### config.mk
export PLATFORM = sky130hd
export DESIGN_NAME = ysyx_25030081_ifu_flat
export DESIGN_NICKNAME = d
export VERILOG_FILES = /design/src/rtl/ysyx_25030081_ifu_pkg.sv /design/src/rtl/ysyx_25030081_ifu_if.sv /design/src/rtl/ysyx_25030081_ifu_pc.sv /design/src/rtl/ysyx_25030081_ifu.sv /design/src/flat_wrapper.sv
export SDC_FILE = /design/constraint.sdc
export NUM_CORES = 1
export LEC_CHECK = 0
export BUFFER_PORTS_ARGS = -buffer_cell sky130_fd_sc_hd__buf_4
export CORE_MARGIN = 8
export CORE_UTILIZATION = 51
export CTS_CLUSTER_SIZE = 28
export DETAILED_ROUTE_END_ITERATION = 8
export GPL_ROUTABILITY_DRIVEN = 0
export PLACE_DENSITY = 0.9
export SYNTH_ARGS = -nofsm -noshare
export SYNTH_HDL_FRONTEND = slang
export SYNTH_SLANG_ARGS = --single-unit
### constraint.sdc
create_clock -name clk -period 2.6 [get_ports clk]
set_input_delay 0.78 -clock clk [delete_from_list [all_inputs] [get_ports clk]]
set_output_delay 0.78 -clock clk [all_outputs]
set_load 0.05 [all_outputs]
### src/rtl/ysyx_25030081_ifu_pkg.sv
// Shared IFU types and constants: reset PC, FSM state encoding, RV32 field slices.
package ysyx_25030081_pkg;

  localparam int unsigned XLEN_DEF     = 32;
  localparam int unsigned ILEN         = 32;
  localparam logic [31:0] RESET_PC_DEF = 32'h8000_0000;
  localparam logic [31:0] INST_NOP     = 32'h0000_0013;

  localparam int unsigned OPCODE_LSB = 0;
  localparam int unsigned OPCODE_W   = 7;
  localparam int unsigned FUNCT3_LSB = 12;
  localparam int unsigned FUNCT3_W   = 3;
  localparam int unsigned FUNCT7_LSB = 25;
  localparam int unsigned FUNCT7_W   = 7;

  typedef enum logic [1:0] {
    IDLE = 2'd0,
    REQ  = 2'd1,
    WAIT = 2'd2,
    HOLD = 2'd3
  } ifu_state_e;

  function automatic logic is_misaligned(input logic [1:0] low_bits);
    return low_bits != 2'b00;
  endfunction

endpackage

### src/rtl/ysyx_25030081_ifu_if.sv
// Instruction-memory request/response channel between the IFU (master) and imem (slave).
interface ysyx_25030081_ifu_if
  import ysyx_25030081_pkg::*;
#(
  parameter int unsigned XLEN = XLEN_DEF
);
  logic            imem_req_valid;
  logic [XLEN-1:0] imem_req_addr;
  logic            imem_req_ready;
  logic            imem_resp_valid;
  logic [ILEN-1:0] imem_resp_data;

  modport master (
    output imem_req_valid, imem_req_addr,
    input  imem_req_ready, imem_resp_valid, imem_resp_data
  );

  modport slave (
    input  imem_req_valid, imem_req_addr,
    output imem_req_ready, imem_resp_valid, imem_resp_data
  );
endinterface

### src/rtl/ysyx_25030081_ifu_pc.sv
// Program counter: redirect beats sequential advance, otherwise hold.
module ysyx_25030081_ifu_pc
  import ysyx_25030081_pkg::*;
#(
  parameter int unsigned     XLEN     = XLEN_DEF,
  parameter logic [XLEN-1:0] RESET_PC = XLEN'(RESET_PC_DEF)
) (
  input  logic            clk,
  input  logic            rst_n,
  input  logic            redirect,
  input  logic [XLEN-1:0] target,
  input  logic            advance,
  output logic [XLEN-1:0] pc,
  output logic [XLEN-1:0] pc_next_c
);

  always_comb begin
    pc_next_c = pc;
    if (redirect)     pc_next_c = target;
    else if (advance) pc_next_c = pc + XLEN'(4);
  end

  always_ff @(posedge clk or negedge rst_n) begin
    if (!rst_n) pc <= RESET_PC;
    else        pc <= pc_next_c;
  end

endmodule

### src/rtl/ysyx_25030081_ifu.sv
// Instruction fetch unit: one outstanding imem read, registered instruction buffer, redirects.
// Optional YSYX_25030081_IFU_MISALIGN_EN reports misaligned redirect targets instead of fetching.
module ysyx_25030081_ifu
  import ysyx_25030081_pkg::*;
#(
  parameter int unsigned     XLEN     = XLEN_DEF,
  parameter logic [XLEN-1:0] RESET_PC = XLEN'(RESET_PC_DEF)
) (
  input  logic                clk,
  input  logic                rst_n,
  ysyx_25030081_ifu_if.master imem,
  input  logic                redirect_valid,
  input  logic [XLEN-1:0]     redirect_pc,
  output logic                inst_valid,
  input  logic                inst_ready,
  output logic [ILEN-1:0]     inst,
  output logic [XLEN-1:0]     inst_pc,
`ifdef YSYX_25030081_IFU_MISALIGN_EN
  output logic                inst_misalign,
`endif
  output logic [OPCODE_W-1:0] opcode,
  output logic [FUNCT3_W-1:0] funct3,
  output logic [FUNCT7_W-1:0] funct7
);

  ifu_state_e      state, state_next;
  logic            kill, kill_next;
  logic            inst_load, advance, bad_redir;
  logic            misalign_q, parked;
  logic [XLEN-1:0] pc, pc_next, redir_target, req_addr;

`ifdef YSYX_25030081_IFU_MISALIGN_EN
  assign bad_redir     = redirect_valid && is_misaligned(redirect_pc[1:0]);
  assign redir_target  = redirect_pc;
  assign inst_misalign = misalign_q;

  // Misaligned entry lives in HOLD; once consumed the FSM parks in IDLE until a redirect.
  always_ff @(posedge clk or negedge rst_n) begin
    if (!rst_n) begin
      misalign_q <= 1'b0;
      parked     <= 1'b0;
    end else begin
      misalign_q <= bad_redir | (misalign_q & (state_next == HOLD));
      parked     <= (state_next == IDLE);
    end
  end
`else
  assign bad_redir    = 1'b0;
  assign redir_target = redirect_pc & ~XLEN'(3);
  assign misalign_q   = 1'b0;
  assign parked       = 1'b0;
`endif

  ysyx_25030081_ifu_pc #(.XLEN(XLEN), .RESET_PC(RESET_PC)) u_pc (
    .clk       (clk),
    .rst_n     (rst_n),
    .redirect  (redirect_valid),
    .target    (redir_target),
    .advance   (advance),
    .pc        (pc),
    .pc_next_c (pc_next)
  );

  always_ff @(posedge clk or negedge rst_n) begin
    if (!rst_n) state <= IDLE;
    else        state <= state_next;
  end

  // kill marks the single outstanding response as stale once the PC has been redirected.
  always_comb begin
    state_next = state;
    kill_next  = kill;
    inst_load  = 1'b0;
    advance    = 1'b0;
    unique case (state)
      IDLE: if (!parked || redirect_valid) state_next = REQ;
      REQ: begin
        if (imem.imem_req_ready) state_next = WAIT;
        if (redirect_valid)      kill_next  = 1'b1;
      end
      WAIT: begin
        if (imem.imem_resp_valid) begin
          kill_next = 1'b0;
          if (kill || redirect_valid) begin
            state_next = REQ;
          end else begin
            inst_load  = 1'b1;
            state_next = HOLD;
          end
        end else if (redirect_valid) begin
          kill_next = 1'b1;
        end
      end
      HOLD: begin
        if (redirect_valid) begin
          state_next = REQ;
        end else if (inst_ready) begin
          state_next = misalign_q ? IDLE : REQ;
          advance    = !misalign_q;
        end
      end
      default: state_next = IDLE;
    endcase
    if (bad_redir) begin
      state_next = HOLD;
      inst_load  = 1'b0;
      kill_next  = (state == REQ  &&  imem.imem_req_ready) ||
                   (state == WAIT && !imem.imem_resp_valid) ||
                   (kill && state != REQ);
    end
  end

  always_comb begin
    imem.imem_req_valid = 1'b0;
    inst_valid          = 1'b0;
    unique case (state)
      REQ:     imem.imem_req_valid = 1'b1;
      HOLD:    inst_valid          = 1'b1;
      default: ;
    endcase
  end

  // Request address is captured on entry to REQ so a later redirect cannot disturb it.
  always_ff @(posedge clk or negedge rst_n) begin
    if (!rst_n) begin
      kill     <= 1'b0;
      req_addr <= '0;
      inst     <= '0;
      inst_pc  <= '0;
    end else begin
      kill <= kill_next;
      if (state_next == REQ && state != REQ) req_addr <= pc_next;
      if (bad_redir) begin
        inst    <= '0;
        inst_pc <= redirect_pc;
      end else if (inst_load) begin
        inst    <= imem.imem_resp_data;
        inst_pc <= pc;
      end
    end
  end

  assign imem.imem_req_addr = req_addr;
  assign opcode = inst[OPCODE_LSB +: OPCODE_W];
  assign funct3 = inst[FUNCT3_LSB +: FUNCT3_W];
  assign funct7 = inst[FUNCT7_LSB +: FUNCT7_W];

endmodule

### src/flat_wrapper.sv
// flat-port wrapper written by rule: the top's interface ports become plain ports
module ysyx_25030081_ifu_flat import ysyx_25030081_pkg::*;
#(
  parameter int unsigned     XLEN     = XLEN_DEF,
  parameter logic [XLEN-1:0] RESET_PC = XLEN'(RESET_PC_DEF)
)
  (clk, rst_n, redirect_valid, redirect_pc, inst_valid, inst_ready, inst, inst_pc, opcode, funct3, funct7, imem_imem_req_valid, imem_imem_req_addr, imem_imem_req_ready, imem_imem_resp_valid, imem_imem_resp_data);
  ysyx_25030081_ifu_if #(.XLEN(XLEN)) imem_i ();
  input  logic clk;
  input  logic rst_n;
  input  logic redirect_valid;
  input  logic [XLEN-1:0] redirect_pc;
  output logic inst_valid;
  input  logic inst_ready;
  output logic [ILEN-1:0] inst;
  output logic [XLEN-1:0] inst_pc;
  output logic [OPCODE_W-1:0] opcode;
  output logic [FUNCT3_W-1:0] funct3;
  output logic [FUNCT7_W-1:0] funct7;
  output wire logic [$bits(imem_i.imem_req_valid)-1:0] imem_imem_req_valid;
  output wire logic [$bits(imem_i.imem_req_addr)-1:0] imem_imem_req_addr;
  input wire logic [$bits(imem_i.imem_req_ready)-1:0] imem_imem_req_ready;
  input wire logic [$bits(imem_i.imem_resp_valid)-1:0] imem_imem_resp_valid;
  input wire logic [$bits(imem_i.imem_resp_data)-1:0] imem_imem_resp_data;
  assign imem_imem_req_valid = imem_i.imem_req_valid;
  assign imem_imem_req_addr = imem_i.imem_req_addr;
  assign imem_i.imem_req_ready = imem_imem_req_ready;
  assign imem_i.imem_resp_valid = imem_imem_resp_valid;
  assign imem_i.imem_resp_data = imem_imem_resp_data;
  ysyx_25030081_ifu #(.XLEN(XLEN), .RESET_PC(RESET_PC)) u_core (.clk(clk), .rst_n(rst_n), .imem(imem_i), .redirect_valid(redirect_valid), .redirect_pc(redirect_pc), .inst_valid(inst_valid), .inst_ready(inst_ready), .inst(inst), .inst_pc(inst_pc), .opcode(opcode), .funct3(funct3), .funct7(funct7));
endmodule
==> results of run 1 <==
## how the worst max path moves through the flow
stage / start / endpoint / slack [ns] / depth (start not counted)
2_1_floorplan: u_core.state[0]$_DFF_PN0_ / u_core.imem.imem_req_addr[24]$_DFFE_PN0P_ / 0.08 / 7
3_3_place_gp: redirect_valid / u_core.imem.imem_req_addr[20]$_DFFE_PN0P_ / -0.08 / 7
3_5_place_dp: redirect_valid / u_core.imem.imem_req_addr[24]$_DFFE_PN0P_ / -0.12 / 7
4_1_cts: u_core.state[0]$_DFF_PN0_ / u_core.imem.imem_req_addr[24]$_DFFE_PN0P_ / 0.08 / 7
5_1_grt: u_core.state[1]$_DFF_PN0_ / u_core.imem.imem_req_addr[30]$_DFFE_PN0P_ / 0.009 / 8
6_report: u_core.state[0]$_DFF_PN0_ / u_core.imem.imem_req_addr[24]$_DFFE_PN0P_ / 0.13 / 7
## metrics by stage
step	hold slack [ns]	total power (W)	setup TNS, ns
2_1_floorplan	0.4726	0.006521	0
3_3_place_gp	0.4822	0.007965	-0.2247
3_5_place_dp	0.4940	0.008118	-0.9180
4_1_cts	0.3580	0.01066	0
5_1_grt	0.3735	0.01100	0
6_report	0.3499	0.01059	0
## report_power, final
group / total, W / switching (W) / internal, W
logic: 0.00495 / 0.00327 / 0.00169
clock network: 0.00253 / 0.000849 / 0.00168
registers: 0.00311 / 0.000452 / 0.00266
## cell usage after synthesis, types with 2 or more instances
cell | number | area [µm²]
a211o_1 | 4 | 35.03
a21oi_1 | 5 | 25.02
a22oi_1 | 5 | 37.54
a2bb2oi_1 | 2 | 17.52
a31oi_1 | 9 | 56.30
a41oi_1 | 2 | 17.52
and3_1 | 3 | 18.77
and4_1 | 3 | 26.28
buf_1 | 4 | 15.01
buf_2 | 8 | 40.04
buf_4 | 17 | 127.6
clkbuf_1 | 16 | 60.06
dfrtp_1 | 130 | 3253
ha_1 | 6 | 75.07
inv_1 | 6 | 22.52
mux2_2 | 91 | 1025
mux2_4 | 2 | 30.03
nand2_1 | 30 | 112.6
nand2b_1 | 11 | 68.82
nand3_1 | 12 | 60.06
nand3_2 | 2 | 20.02
nand3b_1 | 2 | 15.01
nand4_1 | 11 | 68.82
nor2_1 | 12 | 45.04
nor2b_1 | 13 | 81.33
nor3_1 | 13 | 65.06
nor4_1 | 12 | 75.07
o211ai_1 | 2 | 15.01
o21a_1 | 2 | 15.01
o21ai_0 | 21 | 105.1
o31a_1 | 9 | 78.83
o31ai_1 | 3 | 22.52
or2_2 | 3 | 18.77
or3_1 | 4 | 25.02
or4_1 | 3 | 22.52
xnor2_1 | 9 | 78.83
xor2_1 | 2 | 17.52
## what timing repair did
item	CTS	global route
setup endpoints to repair	0	3
hold endpoints to repair	0	0
resized for setup	0	1
setup buffers	0	0
## routing by layer
metal / track usage, % / up-vias / wire, µm
met5: 0 / - / 0
li1: - / 2161 / -
met2: 35.71 / 227 / 8266
met4: 8.363 / 0 / 355
met3: 9.489 / 29 / 1686
met1: 23.48 / 2375 / 6217
## state kept, by name, summed over array words and instances (netlist names)
signal,count
u_core.imem.imem_req_addr,32
u_core.inst,32
u_core.inst_pc,32
u_core.kill,1
u_core.state,2
u_core.u_pc.pc,32
## cell type report
type | count | area [µm²] | area share, %
clock buffer | 23 | 478.0 | 5.840
inverter | 6 | 22.52 | 0.2752
multi-input combinational | 317 | 2485 | 30.36
timing repair buffer | 205 | 1589 | 19.42
tap | 143 | 178.9 | 2.186
sequential | 131 | 3279 | 40.07
clock inverter | 9 | 151.4 | 1.850
## cell families (layout without fill, tap and decap cells)
family | count (synthesis) | count (layout) | synth area share (%)
compound gates | 70 | 70 | 8.182
xor+xnor | 11 | 11 | 1.603
fa+ha+maj | 6 | 6 | 1.249
buf+inv | 51 | 243 | 4.414
flops | 131 | 131 | 54.57
mux | 94 | 94 | 17.72
simple gates | 136 | 136 | 12.26
==> impl_metrics.toml, run 1 <==
[outcome]
status = "complete, no violations"

[synthesis]
syn_nets = 575
syn_area_um2 = 6010
ys.flop_type = "dfrtp_1"
synth_warnings = 0
synth_edf_count = 0
synth-seq-cells = 131
syn_inst = 499
avgSynthCellArea_um2 = 12.04
async_reset_ff_share_pct = 100.0
yosysSeqAreaShare_pct = 54.57
synthDistinctLibCells = 47

[sta]
worst_pin_slew_ns = 0.6307
clock-skew-final_ns = 0.006391
final-setup-viol-count = 0
rsz0062_at_grt = "false"
max_freq_ghz = 0.4044
hold_violations = 0
min_period_ns = 2.473
maxSlewHeadroom_pct = 57.80
maxSlewViolCount = 0
timing.final.ws_setup_ns = 0.1273
fin_crit_sh_pct = 95.10

[placed_design]
dp_slack_ns = -0.1204
place_inst = 802
place.port_buffers = 182
placed_area_um2 = 7545
post-dp-hpwl_mm = 12.36

[worst_setup_path]
crit_path_end_kind = "flip-flop"
cpMaxStageDelayCell = "or4_1"
r2r_cells = 7
r2r_end = "u_core.imem.imem_req_addr[24]$_DFFE_PN0P_"
rr_startpoint = "u_core.state[0]$_DFF_PN0_"
required_ns = 2.89
rrSetupSlack_ns = 0.13
path_class = "reg -> reg"
crit_family = "simple AND/OR/NAND/NOR gates"
crit_top_cell = "o31a_1"
start_kind = "flip-flop"
slowest_delay_ns = 0.53
path_cells = "ha_4 > nand3_2 > or4_1 > buf_4 > o31a_1 > o31a_1 > mux2_4"
cp_max_fo = 11
worstPathArrival_ns = 2.76
path_buf_inv = 1

[cts]
clk-insertion-delay-late_ns = 0.41
cts_buffers = 17
cts_max_level = 4
ctsLongestPathBuffers = 2
clk_pin_slew_ns = 0.06
clock_sinks = 131
holdBufCountCts = 0
cts_tree = "done"
cts-root-buf = "clkbuf_16"

[finish]
area_growth_pct = 36.19
fin_area_um2 = 8184
layout_common_cells = "201 x buf_4, 130 x dfrtp_1, 91 x mux2_2"
fin_util_pct = 71.37
nNetsFinal = 754
antenna_cells = 0
drive_above_1_share_pct = 48.91
fill_cells = 760
stdcell_count = 834
mostFrequentLayoutCell = "buf_4"

[global_route]
track_usage_pct = 21.42
grt_max_degree = 56
grt_pass1_vias = 5201
antenna_found_initial = 0
grt_overflow_total = 0
grt_pass1_wl_mm = 26.93

[detailed_routing]
drc = 0
routed_via_density = 5.746
drtAntennaViolNets = 0
drt-initial-drc-count = 304
vias = 4792
wl_mm = 16.53
dr.pass1.iters = 4
routedWlPerCell_um = 19.81

[run]
maxCapViolations = 0

[die]
die_height_um = 124.6
num_rows = 39
start_util_pct = 52.41
die_w_um = 124.6
core-area_um2 = 11470
die_area_um2 = 15510
io_pins = 185

[min_path]
hp-class = "in -> async"

[power]
powerDensity_nw_per_um2 = 1294
p_leak_nw = 3.952
peakVddDrop_v = 0.0008934
Note: power is estimated with default switching activity, not from simulation.
==> inputs of run 2 (changes only) <==
--- a/config.mk
+++ b/config.mk
@@ -7,11 +7,12 @@
 export LEC_CHECK = 0
 export BUFFER_PORTS_ARGS = -buffer_cell sky130_fd_sc_hd__buf_4
 export CORE_MARGIN = 8
-export CORE_UTILIZATION = 51
+export CORE_UTILIZATION = 53
+export CTS_BUF_LIST = sky130_fd_sc_hd__clkbuf_2
 export CTS_CLUSTER_SIZE = 28
 export DETAILED_ROUTE_END_ITERATION = 8
 export GPL_ROUTABILITY_DRIVEN = 0
-export PLACE_DENSITY = 0.9
+export PLACE_DENSITY = 0.92
 export SYNTH_ARGS = -nofsm -noshare
 export SYNTH_HDL_FRONTEND = slang
 export SYNTH_SLANG_ARGS = --single-unit
==> run 2 against run 1 <==
Utilization shrank 2.5 points. Maximum frequency rose by 0.43%. Die area decreased by 3.3%. Critical endpoint is now imem_imem_req_valid. Highest routed layer unchanged.
==> impl_metrics.toml, run 2 (synthesis results as in run 1) <==
[global_route]
grt_pass1_wl_mm = 25.88
antenna_found_initial = 0
grt_max_degree = 54
track_usage_pct = 22.12
grt_overflow_total = 0
grt_pass1_vias = 5208

[finish]
fin_area_um2 = 7727
drive_above_1_share_pct = 49.20
area_growth_pct = 28.59
layout_common_cells = "201 x buf_4, 129 x dfrtp_1, 91 x mux2_2"
antenna_cells = 0
mostFrequentLayoutCell = "buf_4"
fin_util_pct = 68.85
fill_cells = 810
nNetsFinal = 756

[worst_setup_path]
cp_max_fo = 12
path_class = "reg -> out"
required_ns = 1.82
rrSetupSlack_ns = 0.16
crit_path_end_kind = "output pin"
worstPathArrival_ns = 1.68
start_kind = "flip-flop"

[cts]
cts_buffers = 17
cts_tree = "done"
clk-insertion-delay-late_ns = 0.67
clk_pin_slew_ns = 0.19
ctsLongestPathBuffers = 2
clock_sinks = 131
cts-root-buf = "clkbuf_2"
cts_max_level = 4
post_cts_buffers = 0

[detailed_routing]
vias = 4742
drtAntennaViolNets = 0
drt-initial-drc-count = 264
wl_mm = 16.25
drc = 0
dr.pass1.iters = 4
routedWlPerCell_um = 19.48
routed_via_density = 5.686

[die]
die_w_um = 122.5
die_area_um2 = 15000
start_util_pct = 53.55
core-area_um2 = 11220
die_height_um = 122.5
io_pins = 185
num_rows = 39

[power]
peakVddDrop_v = 0.0009925
p_clk_share_pct = 10.6
p_leak_nw = 3.770
combPwrFrac_pct = 55.2
swShare_pct = 48.91
seqPwrFrac_pct = 34.3
powerDensity_nw_per_um2 = 1162
intPower_w = 0.004588
power.net_switching_w = 0.004392

[placed_design]
place.port_buffers = 182
placed_area_um2 = 7552
dp_slack_ns = -0.1084
post-dp-hpwl_mm = 12.28

[sta]
final-setup-viol-count = 0
maxSlewViolCount = 0
clock-skew-final_ns = 0.02679
tns_ns = 0
worst_pin_slew_ns = 0.6054
min_period_ns = 2.462
rsz0062_at_grt = "true"
hold_violations = 0
max_freq_ghz = 0.4061
fin_crit_sh_pct = 94.70
maxSlewHeadroom_pct = 59.49
timing.final.ws_setup_ns = 0.1378

[outcome]
status = "complete, no violations"

[run]
maxCapViolations = 0

[min_path]
hp-class = "in -> reg"
run 2: worst paths after layout:
| kind | from | to | cells past startpoint |
|---|---|---|---|
| worst max-delay path | u_core.state[1]$_DFF_PN0_ | imem_imem_req_valid | 3 |
| worst min-delay path | imem_imem_resp_valid | u_core.kill$_DFFE_PN0P_ | 2 |
| worst max register to register | u_core.state[1]$_DFF_PN0_ | u_core.imem.imem_req_addr[24]$_DFFE_PN0P_ | 7 |
| worst min register to register | u_core.inst_pc[13]$_DFFE_PN0P_ | u_core.inst_pc[13]$_DFFE_PN0P_ | 1 |
| max in group asynchronous | rst_n | u_core.u_pc.pc[31]$_DFF_PN1_ | 3 |
| min in group asynchronous | rst_n | u_core.u_pc.pc[12]$_DFF_PN0_ | 2 |
run 2: critical path: stages, from the launching register on:
cell and delay [ns]:
dfrtp_2 0.49, inv_1 0.12, ha_4 0.22, buf_6 0.18
run 2: per-stage QoR:
stage | instances | power, W | hold WS, ns
floorplan | 499 | 0.006521 | 0.4726
CTS | 834 | 0.009050 | 0.2264
global placement | 803 | 0.007954 | 0.4816
global route | 834 | 0.009386 | 0.2329
detailed placement | 803 | 0.008087 | 0.4887
finish | 834 | 0.008981 | 0.3034
run 2: layout make-up:
cell class                      count  area [µm²]  area share, %
Multi-Input combinational cell    317        2487          32.19
Clock inverter                      9       42.54         0.5505
Sequential cell                   131        3281          42.45
Inverter                            6       22.52         0.2915
Clock buffer                       21       105.1          1.360
Timing Repair Buffer              207        1610          20.84
Tap cell                          143       178.9          2.315
run 2: routing by layer:
| metal | wire length (µm) | GRT usage (%) | up-vias | share of wire (%) |
|---|---|---|---|---|
| li1 | - | - | 2162 | - |
| met1 | 6079 | 23.86 | 2368 | 37 |
| met2 | 8285 | 37.34 | 184 | 51 |
| met3 | 1543 | 9.292 | 28 | 9.5 |
| met4 | 337 | 10.05 | 0 | 2.1 |
| met5 | 0 | 0 | - | 0 |
run 2: power by group through the flow:
stage               logic, W  clock network [W]  registers, W
floorplan            0.00160                  0       0.00493
global placement     0.00489                  0       0.00307
detailed placement   0.00497                  0       0.00312
CTS                  0.00500           0.000976       0.00308
global route         0.00518            0.00105       0.00315
finish               0.00496           0.000948       0.00308
run 2: timing repair:
item                                    CTS  global route
resized for setup                         2             3
endpoints found under the setup margin    1            13
hold endpoints to repair                 27             0
hold buffers                              1             0
pin swaps                                 0             0
